[config.mk]
export PLATFORM = sky130hd
export DESIGN_NAME = tape_pulse_decoder
export DESIGN_NICKNAME = d
export VERILOG_FILES = /design/src/rtl/tape_pulse_decoder.sv
export SDC_FILE = /design/constraint.sdc
export NUM_CORES = 1
export LEC_CHECK = 0
export BUFFER_PORTS_ARGS = -buffer_cell sky130_fd_sc_hd__buf_2
export CORE_MARGIN = 1.5
export CORE_UTILIZATION = 56
export CTS_BUF_LIST = sky130_fd_sc_hd__clkbuf_4 sky130_fd_sc_hd__clkbuf_8 sky130_fd_sc_hd__clkbuf_16
export DETAILED_ROUTE_END_ITERATION = 6
export GPL_TIMING_DRIVEN = 1
export PLACE_DENSITY = 0.77
export SLEW_MARGIN = 10
export SYNTH_ARGS = -nofsm -noshare
export SYNTH_HDL_FRONTEND = slang
export SYNTH_SLANG_ARGS = --single-unit
export TNS_END_PERCENT = 1
[constraint.sdc]
create_clock -name clk -period 2.55 [get_ports clk]
set_input_delay 0 -clock clk [delete_from_list [all_inputs] [get_ports clk]]
set_output_delay 0 -clock clk [all_outputs]
set_load 0.03 [all_outputs]
[src/rtl/tape_pulse_decoder.sv]
// ============================================================================
// tape_pulse_decoder
// ----------------------------------------------------------------------------
// Front end of the tape loader. Times every half-pulse of the raw EAR level
// in 1 us units and recognises the ZX Spectrum pilot tone, the two sync
// half-pulses and the bit pulse pairs. The resulting start / bit / valid
// stream feeds the byte-capture stage.
//
// Ports:
//   clk            system clock (CLK_DIV cycles per microsecond)
//   reset_n        asynchronous active-low reset
//   ear_in         raw tape level, asynchronous to clk
//   sync_detected  1-cycle pulse once pilot + sync1 + sync2 are seen
//   data_bit       decoded bit, valid with data_valid, held until the next one
//   data_valid     1-cycle pulse per decoded bit
//   block_end      1-cycle pulse when the gap timeout hits while in DATA
//   state_out      debug state: IDLE=0, PILOT=1, SYNC=2, DATA=3
//   ear_level      synchronised EAR level for a debug LED
//   err_count      number of invalid-pulse aborts
//
// Optional feature:
//   TAPE_DECODER_STATS_EN  when defined, err_count is a saturating 16-bit
//                          counter of invalid-pulse aborts; otherwise it is
//                          tied to zero and no counter is built.
// ============================================================================
module tape_pulse_decoder #(
    parameter int CLK_DIV   = 27,
    parameter int PILOT_MIN = 256,
    parameter int GAP_US    = 2000
) (
    input  logic        clk,
    input  logic        reset_n,
    input  logic        ear_in,
    output logic        sync_detected,
    output logic        data_bit,
    output logic        data_valid,
    output logic        block_end,
    output logic [1:0]  state_out,
    output logic        ear_level,
    output logic [15:0] err_count
);

    localparam int               DIV_W      = (CLK_DIV > 1) ? $clog2(CLK_DIV) : 1;
    localparam logic [DIV_W-1:0] DIV_LAST   = DIV_W'(CLK_DIV - 1);
    localparam logic [11:0]      GAP_LIMIT  = 12'(GAP_US);
    localparam logic [9:0]       PILOT_NEED = 10'(PILOT_MIN);

    // Class boundaries in microseconds, each one inclusive-low.
    localparam logic [11:0] W_SHORT_MIN = 12'd150;
    localparam logic [11:0] W_LONG_MIN  = 12'd350;
    localparam logic [11:0] W_PILOT_MIN = 12'd550;
    localparam logic [11:0] W_BAD_MIN   = 12'd800;

    typedef enum logic [1:0] {
        ST_IDLE  = 2'd0,
        ST_PILOT = 2'd1,
        ST_SYNC  = 2'd2,
        ST_DATA  = 2'd3
    } state_t;

    typedef enum logic [2:0] {
        CLS_NOISE,
        CLS_SHORT,
        CLS_LONG,
        CLS_PILOT,
        CLS_BAD
    } pulse_class_t;

    logic             s1, s2, s3;
    logic             ear_edge;
    logic [DIV_W-1:0] div_cnt;
    logic             tick;
    logic [11:0]      width_cnt;
    pulse_class_t     width_class;
    logic             timeout;

    state_t           state, state_next;
    logic [9:0]       pilot_cnt, pilot_cnt_next;
    logic             half_flag, half_flag_next;
    logic             pending_long, pending_long_next;
    logic             sync_next, valid_next, bit_next, block_end_next;

    // ------------------------------------------------------------------
    // Two-stage synchroniser plus a history stage; any difference between
    // the last two synchronised samples marks the end of a half-pulse.
    // ------------------------------------------------------------------
    always_ff @(posedge clk or negedge reset_n) begin
        if (!reset_n) begin
            s1 <= 1'b0;
            s2 <= 1'b0;
            s3 <= 1'b0;
        end else begin
            s1 <= ear_in;
            s2 <= s1;
            s3 <= s2;
        end
    end

    assign ear_edge  = s2 ^ s3;
    assign ear_level = s2;

    // ------------------------------------------------------------------
    // Microsecond prescaler. It restarts on every edge so that each
    // half-pulse is measured from a clean phase.
    // ------------------------------------------------------------------
    assign tick = (div_cnt == DIV_LAST);

    always_ff @(posedge clk or negedge reset_n) begin
        if (!reset_n) begin
            div_cnt <= '0;
        end else if (ear_edge || tick) begin
            div_cnt <= '0;
        end else begin
            div_cnt <= div_cnt + DIV_W'(1);
        end
    end

    // ------------------------------------------------------------------
    // Half-pulse width in microseconds. The value present when an edge
    // arrives is the width of the half that just ended; saturating at 4095
    // keeps a long silence from wrapping back into a valid class.
    // ------------------------------------------------------------------
    always_ff @(posedge clk or negedge reset_n) begin
        if (!reset_n) begin
            width_cnt <= 12'd0;
        end else if (ear_edge) begin
            width_cnt <= 12'd0;
        end else if (tick && (width_cnt != 12'hFFF)) begin
            width_cnt <= width_cnt + 12'd1;
        end
    end

    // Sort the measured width into one of the five pulse classes.
    always_comb begin
        width_class = CLS_BAD;
        if (width_cnt < W_SHORT_MIN) begin
            width_class = CLS_NOISE;
        end else if (width_cnt < W_LONG_MIN) begin
            width_class = CLS_SHORT;
        end else if (width_cnt < W_PILOT_MIN) begin
            width_class = CLS_LONG;
        end else if (width_cnt < W_BAD_MIN) begin
            width_class = CLS_PILOT;
        end
    end

    // A gap only matters once a block has started; IDLE ignores silence.
    assign timeout = (width_cnt >= GAP_LIMIT) && (state != ST_IDLE);

    // ------------------------------------------------------------------
    // State register and registered outputs.
    // ------------------------------------------------------------------
    always_ff @(posedge clk or negedge reset_n) begin
        if (!reset_n) begin
            state         <= ST_IDLE;
            pilot_cnt     <= 10'd0;
            half_flag     <= 1'b0;
            pending_long  <= 1'b0;
            sync_detected <= 1'b0;
            data_valid    <= 1'b0;
            data_bit      <= 1'b0;
            block_end     <= 1'b0;
        end else begin
            state         <= state_next;
            pilot_cnt     <= pilot_cnt_next;
            half_flag     <= half_flag_next;
            pending_long  <= pending_long_next;
            sync_detected <= sync_next;
            data_valid    <= valid_next;
            data_bit      <= bit_next;
            block_end     <= block_end_next;
        end
    end

    // ------------------------------------------------------------------
    // Next-state logic. An edge always takes priority over a timeout that
    // happens in the same cycle, so a half ending exactly at the gap limit
    // is still classified. Every return to IDLE clears the pilot count and
    // the half flag so the next block starts from scratch.
    // ------------------------------------------------------------------
    always_comb begin
        state_next        = state;
        pilot_cnt_next    = pilot_cnt;
        half_flag_next    = half_flag;
        pending_long_next = pending_long;
        sync_next         = 1'b0;
        valid_next        = 1'b0;
        bit_next          = data_bit;
        block_end_next    = 1'b0;

        if (ear_edge) begin
            case (state)
                ST_IDLE: begin
                    if (width_class == CLS_PILOT) begin
                        state_next     = ST_PILOT;
                        pilot_cnt_next = 10'd1;
                    end
                end

                ST_PILOT: begin
                    case (width_class)
                        CLS_PILOT: begin
                            if (pilot_cnt != 10'h3FF) begin
                                pilot_cnt_next = pilot_cnt + 10'd1;
                            end
                        end
                        CLS_SHORT: begin
                            if (pilot_cnt >= PILOT_NEED) begin
                                state_next = ST_SYNC;
                            end else begin
                                state_next     = ST_IDLE;
                                pilot_cnt_next = 10'd0;
                            end
                        end
                        default: begin
                            state_next     = ST_IDLE;
                            pilot_cnt_next = 10'd0;
                        end
                    endcase
                end

                ST_SYNC: begin
                    if (width_class == CLS_SHORT) begin
                        state_next     = ST_DATA;
                        sync_next      = 1'b1;
                        half_flag_next = 1'b0;
                    end else begin
                        state_next     = ST_IDLE;
                        pilot_cnt_next = 10'd0;
                        half_flag_next = 1'b0;
                    end
                end

                ST_DATA: begin
                    // A bit is two equal halves: remember the class of the
                    // first, then demand the same class for the second.
                    if ((width_class == CLS_SHORT) || (width_class == CLS_LONG)) begin
                        if (!half_flag) begin
                            pending_long_next = (width_class == CLS_LONG);
                            half_flag_next    = 1'b1;
                        end else if ((width_class == CLS_LONG) == pending_long) begin
                            valid_next     = 1'b1;
                            bit_next       = pending_long;
                            half_flag_next = 1'b0;
                        end else begin
                            state_next     = ST_IDLE;
                            pilot_cnt_next = 10'd0;
                            half_flag_next = 1'b0;
                        end
                    end else begin
                        state_next     = ST_IDLE;
                        pilot_cnt_next = 10'd0;
                        half_flag_next = 1'b0;
                    end
                end

                default: begin
                    state_next = ST_IDLE;
                end
            endcase
        end else if (timeout) begin
            state_next     = ST_IDLE;
            pilot_cnt_next = 10'd0;
            half_flag_next = 1'b0;
            block_end_next = (state == ST_DATA);
        end
    end

    assign state_out = state;

`ifdef TAPE_DECODER_STATS_EN
    logic        err_event;
    logic [15:0] err_cnt_q;

    // On an edge, leaving a busy state for IDLE is always an invalid-class
    // abort, except for the pilot-too-short case which is a normal outcome.
    assign err_event = ear_edge && (state != ST_IDLE) && (state_next == ST_IDLE) &&
                       !((state == ST_PILOT) && (width_class == CLS_SHORT));

    // Abort statistics; saturates instead of wrapping and clears only on reset.
    always_ff @(posedge clk or negedge reset_n) begin
        if (!reset_n) begin
            err_cnt_q <= 16'd0;
        end else if (err_event && (err_cnt_q != 16'hFFFF)) begin
            err_cnt_q <= err_cnt_q + 16'd1;
        end
    end

    assign err_count = err_cnt_q;
`else
    assign err_count = 16'd0;
`endif

endmodule

==> results by group, run 1 <==
Outcome
  – Status: finished clean

Floorplan
  – FP Rows: 23
  – Die X: 66.98 µm
  – Core area: a little under 4000 µm²
  – Starting Density: between 50% and 60%
  – Die height: ~67 µm
  – Io pins: 26
  – Die Footprint: approximately 4500 µm²

STA
  – Final setup fails: 0
  – Relative slew slack: a little over two fifths
  – Slew Limit Fails: 0
  – Setup TNS: 0 ps
  – Final Hold Fails: 0
  – Fin crit share: 88.78%
  – Min cycle time layout: 2264 ps
  – RSZ-0062 raised after global routing: false
  – Worst-Margin Slew: ~850 ps
  – Skew final: 7.858 ps
  – Fmax: 441.7 MHz

CTS
  – Cts hold-fix bufs: 2
  – CTS root buf: clkbuf_8
  – CTS H-tree lvls: 2
  – Setup bufs post-CTS: 0
  – Clk sink count: 38
  – CTS Buf Count: 5
  – Worst skew pair latency: 280 ps
  – Clock transition at the registers of the reported paths: 70 ps
  – Clock buffer depth: 2
  – CTS tree: built
  – Post-CTS sizing: 0

Synthesis
  – Yosys top cell area share: between 40% and 50%
  – Post-synthesis cell count: between 200 and 250
  – Synth async-reset ratio: between 90% and 100%
  – EDFF count, synth: 0
  – Area leader, netlist: dfrtp_1
  – Primary FF master, synth: dfrtp_1
  – Post-Syn Area: 2292 µm²
  – Synth cell types: 54
  – Post-synthesis register bit count: 38
  – Yosys warnings: 0
  – Post-synthesis sequential area ratio: just over 40%
  – Synth top area cells: dfrtp_1, buf_4, nor2_1, nand2_1, xnor2_1
  – Syn avg cell area: 9.433 µm²

Placement
  – Number of cells after detailed placement: 293
  – Gp weighted congestion: 0.8692
  – Post-DP HPWL: 2.996 mm
  – Port bufs: 9

Critical path
  – Crit start category: flip-flop
  – WP data arrival: roughly 2500 ps
  – Critical path class: reg -> reg
  – CP Capture Type: flip-flop
  – WP data required: ~2800 ps
  – CP max FO: 10

Final layout
  – Antenna cells: 0
  – Synth-to-Final Area Change: 5.295%
  – Non-filler instance count after layout: 301
  – Share of layout cells above drive strength 1: 13.55%
  – Commonest non-fill, non-tap cell in the layout: dfrtp_1
  – Final net count: 259
  – Commonest non-fill, non-tap cells in the layout: dfrtp_1, nor2_1, nand2_1, conb_1, nand3_1

Routing
  – DRC: 0
  – DR vias: around 1700
  – Wire per inst: 14.03 µm
  – Routed Antenna Nets: 0
  – Number of detailed-route iterations in the first pass: 4
  – Vias per cell: 5.781
  – Drt initial violations: 185
  – DRT Wirelength: 4.224 mm

GRT
  – Initial antenna violation count: 0
  – GRT Overall Usage: approximately a fifth
  – Vias in the first global route: between 1500 and 2000
  – Largest net degree at the start of global routing: 39
  – Total gr overflow: 0
  – First-pass GRT wire length: 7.100 mm

Power
  – IR drop worst, VDD: 265.6 µV
  – Power Dens Cells: around 460 nW/µm²
  – Pleak: 1.084 nW

Hold path
  – Hold Crit Class: in -> async

Run
  – Max-cap violations: 0
-- per-stage QoR --
stage / power [W] / cell area, µm² / util (%) / hold WS, ps / setup slack [ps]
floorplan: 0.0007146 / 2349 / - / -295.6 / 268.3
global placement: 0.0007223 / 2311 / 58.19 / 107.9 / 328.4
detailed placement: 0.0007240 / 2311 / 58.19 / 110.7 / 293.8
CTS: 0.001127 / 2414 / 60.78 / 354.5 / 271.7
global route: 0.001165 / 2414 / 60.78 / 355.0 / 109.2
finish: 0.001111 / 2414 / 60.78 / 365.5 / 286.2
-- final cells by class --
class,count,area (µm²)
sequential,38,950.9
clock buffer,6,82.58
tap,50,62.56
multi-input combinational,183,1181
fill,357,1558
timing repair buffer,17,110.1
inverter,7,26.28
-- sequential cells by signal, summed over array words and instances, names as in the netlist --
name           cells
ear_level          1
data_bit           1
s3                 1
data_valid         1
width_cnt         12
s1                 1
block_end          1
pilot_cnt         10
sync_detected      1
state_out          2
half_flag          1
div_cnt            5
pending_long       1
-- cell usage after synthesis (all sizes together), types with 7 or more instances --
master   n
and3     7
buf     20
a21oi    7
nand2   18
a31oi    9
nor2    21
xnor2    7
xor2     7
nand3   12
dfrtp   38
clkbuf  10
inv      7
-- final timing paths --
| path | startpoint | end | slack [ps] | cells past startpoint |
|---|---|---|---|---|
| hold / removal | reset_n | width_cnt[9]$_DFFE_PN0P_ | 370 | 2 |
| setup / recovery | width_cnt[7]$_DFFE_PN0P_ | pilot_cnt[1]$_DFFE_PN0P_ | 290 | 7 |
| min in group clk | ear_in | s1$_DFF_PN0_ | 370 | 2 |
| hold reg to reg | s1$_DFF_PN0_ | ear_level$_DFF_PN0_ | 370 | 0 |
| max in group asynchronous | reset_n | div_cnt[3]$_DFF_PN0_ | 1630 | 2 |
| setup reg to reg | width_cnt[7]$_DFFE_PN0P_ | pilot_cnt[1]$_DFFE_PN0P_ | 290 | 7 |
-- cells by family after synthesis --
logic type / count (synthesis) / share of synthesized area [%]
adders and majority gates: 4 / 2.183
buffers and inverters: 37 / 9.444
other: 1 / 0.1636
DFF: 38 / 41.48
muxes: 3 / 1.583
and+or+nand+nor: 93 / 21.67
AOI/OAI and AO/OA: 53 / 18.12
xor gates and xnor gates: 14 / 5.349
-- power breakdown --
group,switching [W],total (W),internal [W]
registers,0.00000921,0.000622,0.000613
logic,0.0000703,0.0000911,0.0000208
clock network,0.000189,0.000397,0.000208
total,0.000269,0.00111,0.000842
-- critical path, cell delays in order, from the launching register on --
cell	delay, ps
dfrtp_1	500
and2_4	220
a311o_1	340
o211ai_2	300
o21bai_4	120
nor4_4	330
buf_4	210
mux2i_1	170
-- per-layer routing --
| metal | vias to the layer above | global-route usage [%] | wire [µm] | part of all wire, % |
|---|---|---|---|---|
| li1 | 856 | - | - | - |
| met1 | 833 | 27.46 | 1959 | 46 |
| met2 | 46 | 34.13 | 2015 | 48 |
| met3 | 5 | 5.068 | 207 | 4.9 |
| met4 | 0 | 5.612 | 42 | 0.99 |
| met5 | - | 0 | 0 | 0 |
Note: power is estimated with default switching activity, not from simulation.
==> run 2: changes to the inputs <==
--- a/config.mk
+++ b/config.mk
@@ -5,13 +5,14 @@
 export SDC_FILE = /design/constraint.sdc
 export NUM_CORES = 1
 export LEC_CHECK = 0
-export BUFFER_PORTS_ARGS = -buffer_cell sky130_fd_sc_hd__buf_2
 export CORE_MARGIN = 1.5
 export CORE_UTILIZATION = 56
 export CTS_BUF_LIST = sky130_fd_sc_hd__clkbuf_4 sky130_fd_sc_hd__clkbuf_8 sky130_fd_sc_hd__clkbuf_16
 export DETAILED_ROUTE_END_ITERATION = 6
+export DONT_BUFFER_PORTS = 1
 export GPL_TIMING_DRIVEN = 1
-export PLACE_DENSITY = 0.77
+export HOLD_SLACK_MARGIN = 0.08
+export PLACE_DENSITY = 0.71
 export SLEW_MARGIN = 10
 export SYNTH_ARGS = -nofsm -noshare
 export SYNTH_HDL_FRONTEND = slang
==> results by group, run 2 (synthesis gave the netlist of run 1 again) <==
Floorplan
  – Die X: 66.98 µm
  – Die Footprint: 4486 µm²
  – FP Rows: 23
  – Die height: between 60 and 70 µm
  – Io pins: 26
  – Core area: roughly 4000 µm²
  – Starting Density: between 50% and 60%

CTS
  – Worst skew pair latency: 290 ps
  – Clock transition at the registers of the reported paths: 80 ps
  – CTS Buf Count: 5
  – Clock buffer depth: 2
  – CTS tree: built
  – CTS root buf: clkbuf_8
  – Clk sink count: 38
  – CTS H-tree lvls: 2

Final layout
  – Core Util, Final: 61.00%
  – Register area: 950.9 µm²
  – Area of the multi-input gates: 1181 µm²
  – Share of layout cells above drive strength 1: 11.79%
  – Final net count: 252
  – Biggest register: width_cnt
  – Commonest non-fill, non-tap cell in the layout: dfrtp_1
  – Non-filler instance count after layout: slightly below 300
  – Antenna cells: 0
  – Synth-to-Final Area Change: 5.677%
  – Fill cell count: 342
  – Biggest regs: width_cnt x12, pilot_cnt x10, div_cnt x5
  – Commonest non-fill, non-tap cells in the layout: dfrtp_1, nor2_1, nand2_1, conb_1, nand3_1
  – Largest register FFs: 12

STA
  – Worst hold slack: 155.6 ps
  – Final Hold Fails: 0
  – Fin crit share: 90.11%
  – Skew final: 5.573 ps
  – Setup TNS: 0 ps
  – Min cycle time layout: roughly 2300 ps
  – Slew Limit Fails: 0
  – Final setup fails: 0
  – RSZ-0062 raised after global routing: false
  – Fmax: 435.2 MHz
  – Worst-Margin Slew: 538.0 ps
  – Relative slew slack: 64.13%

Run
  – Max-cap violations: 0

Power
  – IR drop worst, VDD: between 300 and 400 µV
  – Power Dens Cells: 503.4 nW/µm²
  – Pleak: 1.067 nW
  – Power, Total: ~0.0012 W

Critical path
  – CP Capture Type: flip-flop
  – WP data arrival: 2520 ps
  – Crit start category: flip-flop
  – Critical path class: reg -> reg
  – CP max FO: 13
  – WP data required: 2770 ps

GRT
  – Initial antenna violation count: 0
  – Largest net degree at the start of global routing: 39
  – Total gr overflow: 0
  – First-pass GRT wire length: between 7 and 8 mm
  – Vias in the first global route: about 1600
  – GRT Overall Usage: about 22%

Routing
  – DRT Wirelength: 4.227 mm
  – Routed Antenna Nets: 0
  – Number of detailed-route iterations in the first pass: 5
  – DR vias: about 1700
  – Vias per cell: about 5.7
  – Wire per inst: 14.28 µm
  – Drt initial violations: 144
  – DRC: 0

Placement
  – Post-DP HPWL: 2.948 mm
  – Gp weighted congestion: 0.7997
  – Port bufs: 0
  – Number of cells after detailed placement: around 290

Outcome
  – Status: finished clean

Hold path
  – Hold Crit Class: in -> async
## run 2: cell types whose count changed in the layout (fill, tap and decap cells not counted), sizes merged
cell    before  now
bufinv       0    1
clkbuf       6    5
buf         15    8
clkinv       0    2
## run 2: what timing repair did
item / CTS / global route
hold buffers: 3 / 0
gates resized for setup: 0 / 0
setup endpoints to repair: 0 / 0
hold endpoints to repair: 39 / 0
buffers inserted: 0 / 0
## run 2: per-stage QoR
stage | setup slack, ps | instance area [µm²]
6_report | 252.2 | 2422
5_1_grt | 128.5 | 2422
4_1_cts | 248.2 | 2422
3_5_place_dp | 279.2 | 2273
3_3_place_gp | 324.5 | 2273
2_1_floorplan | 268.3 | 2349
## run 2: worst paths after layout
| check | from | to | slack, ps | cells past startpoint |
|---|---|---|---|---|
| max | width_cnt[8]$_DFFE_PN0P_ | pilot_cnt[1]$_DFFE_PN0P_ | 250 | 7 |
| min | reset_n | width_cnt[3]$_DFFE_PN0P_ | 160 | 2 |
| max reg2reg | width_cnt[8]$_DFFE_PN0P_ | pilot_cnt[1]$_DFFE_PN0P_ | 250 | 7 |
| min reg2reg | s1$_DFF_PN0_ | ear_level$_DFF_PN0_ | 350 | 0 |
| max in group asynchronous | reset_n | div_cnt[1]$_DFF_PN0_ | 2210 | 2 |
| min in group clk | ear_in | s1$_DFF_PN0_ | 260 | 1 |
## run 2: routing by layer
| metal | part of all wire, % | GRT usage (%) | up-vias |
|---|---|---|---|
| li1 | - | - | 843 |
| met1 | 49 | 29.55 | 792 |
| met2 | 45 | 31.87 | 35 |
| met3 | 3.9 | 4.223 | 9 |
| met4 | 2.0 | 11.22 | 0 |
| met5 | 0 | 0 | - |
## run 2: area by class of cell
cell class | count | share of cell area [%]
Multi-Input combinational cell | 183 | 48.76
Clock inverter | 3 | 1.653
Sequential cell | 38 | 39.26
Inverter | 7 | 1.085
Timing Repair Buffer | 10 | 3.822
Tap cell | 50 | 2.583
Clock buffer | 5 | 2.841
## run 2: report_power, final
| part | leakage, nW | total (W) | internal, W | switching [W] |
|---|---|---|---|---|
| sequential | 0.522 | 0.000621 | 0.000612 | 0.00000901 |
| clock | 0.0579 | 0.000503 | 0.000288 | 0.000215 |
| combinational | 0.488 | 0.0000954 | 0.0000236 | 0.0000718 |
| total | 1.07 | 0.00122 | 0.000924 | 0.000296 |
## run 2: critical path, stage by stage (launching register included)
cell	delay, ps
dfrtp_1	510
and2_4	210
a311o_1	340
o211ai_2	310
o211ai_2	170
nor4_4	290
buf_4	210
mux2i_1	170
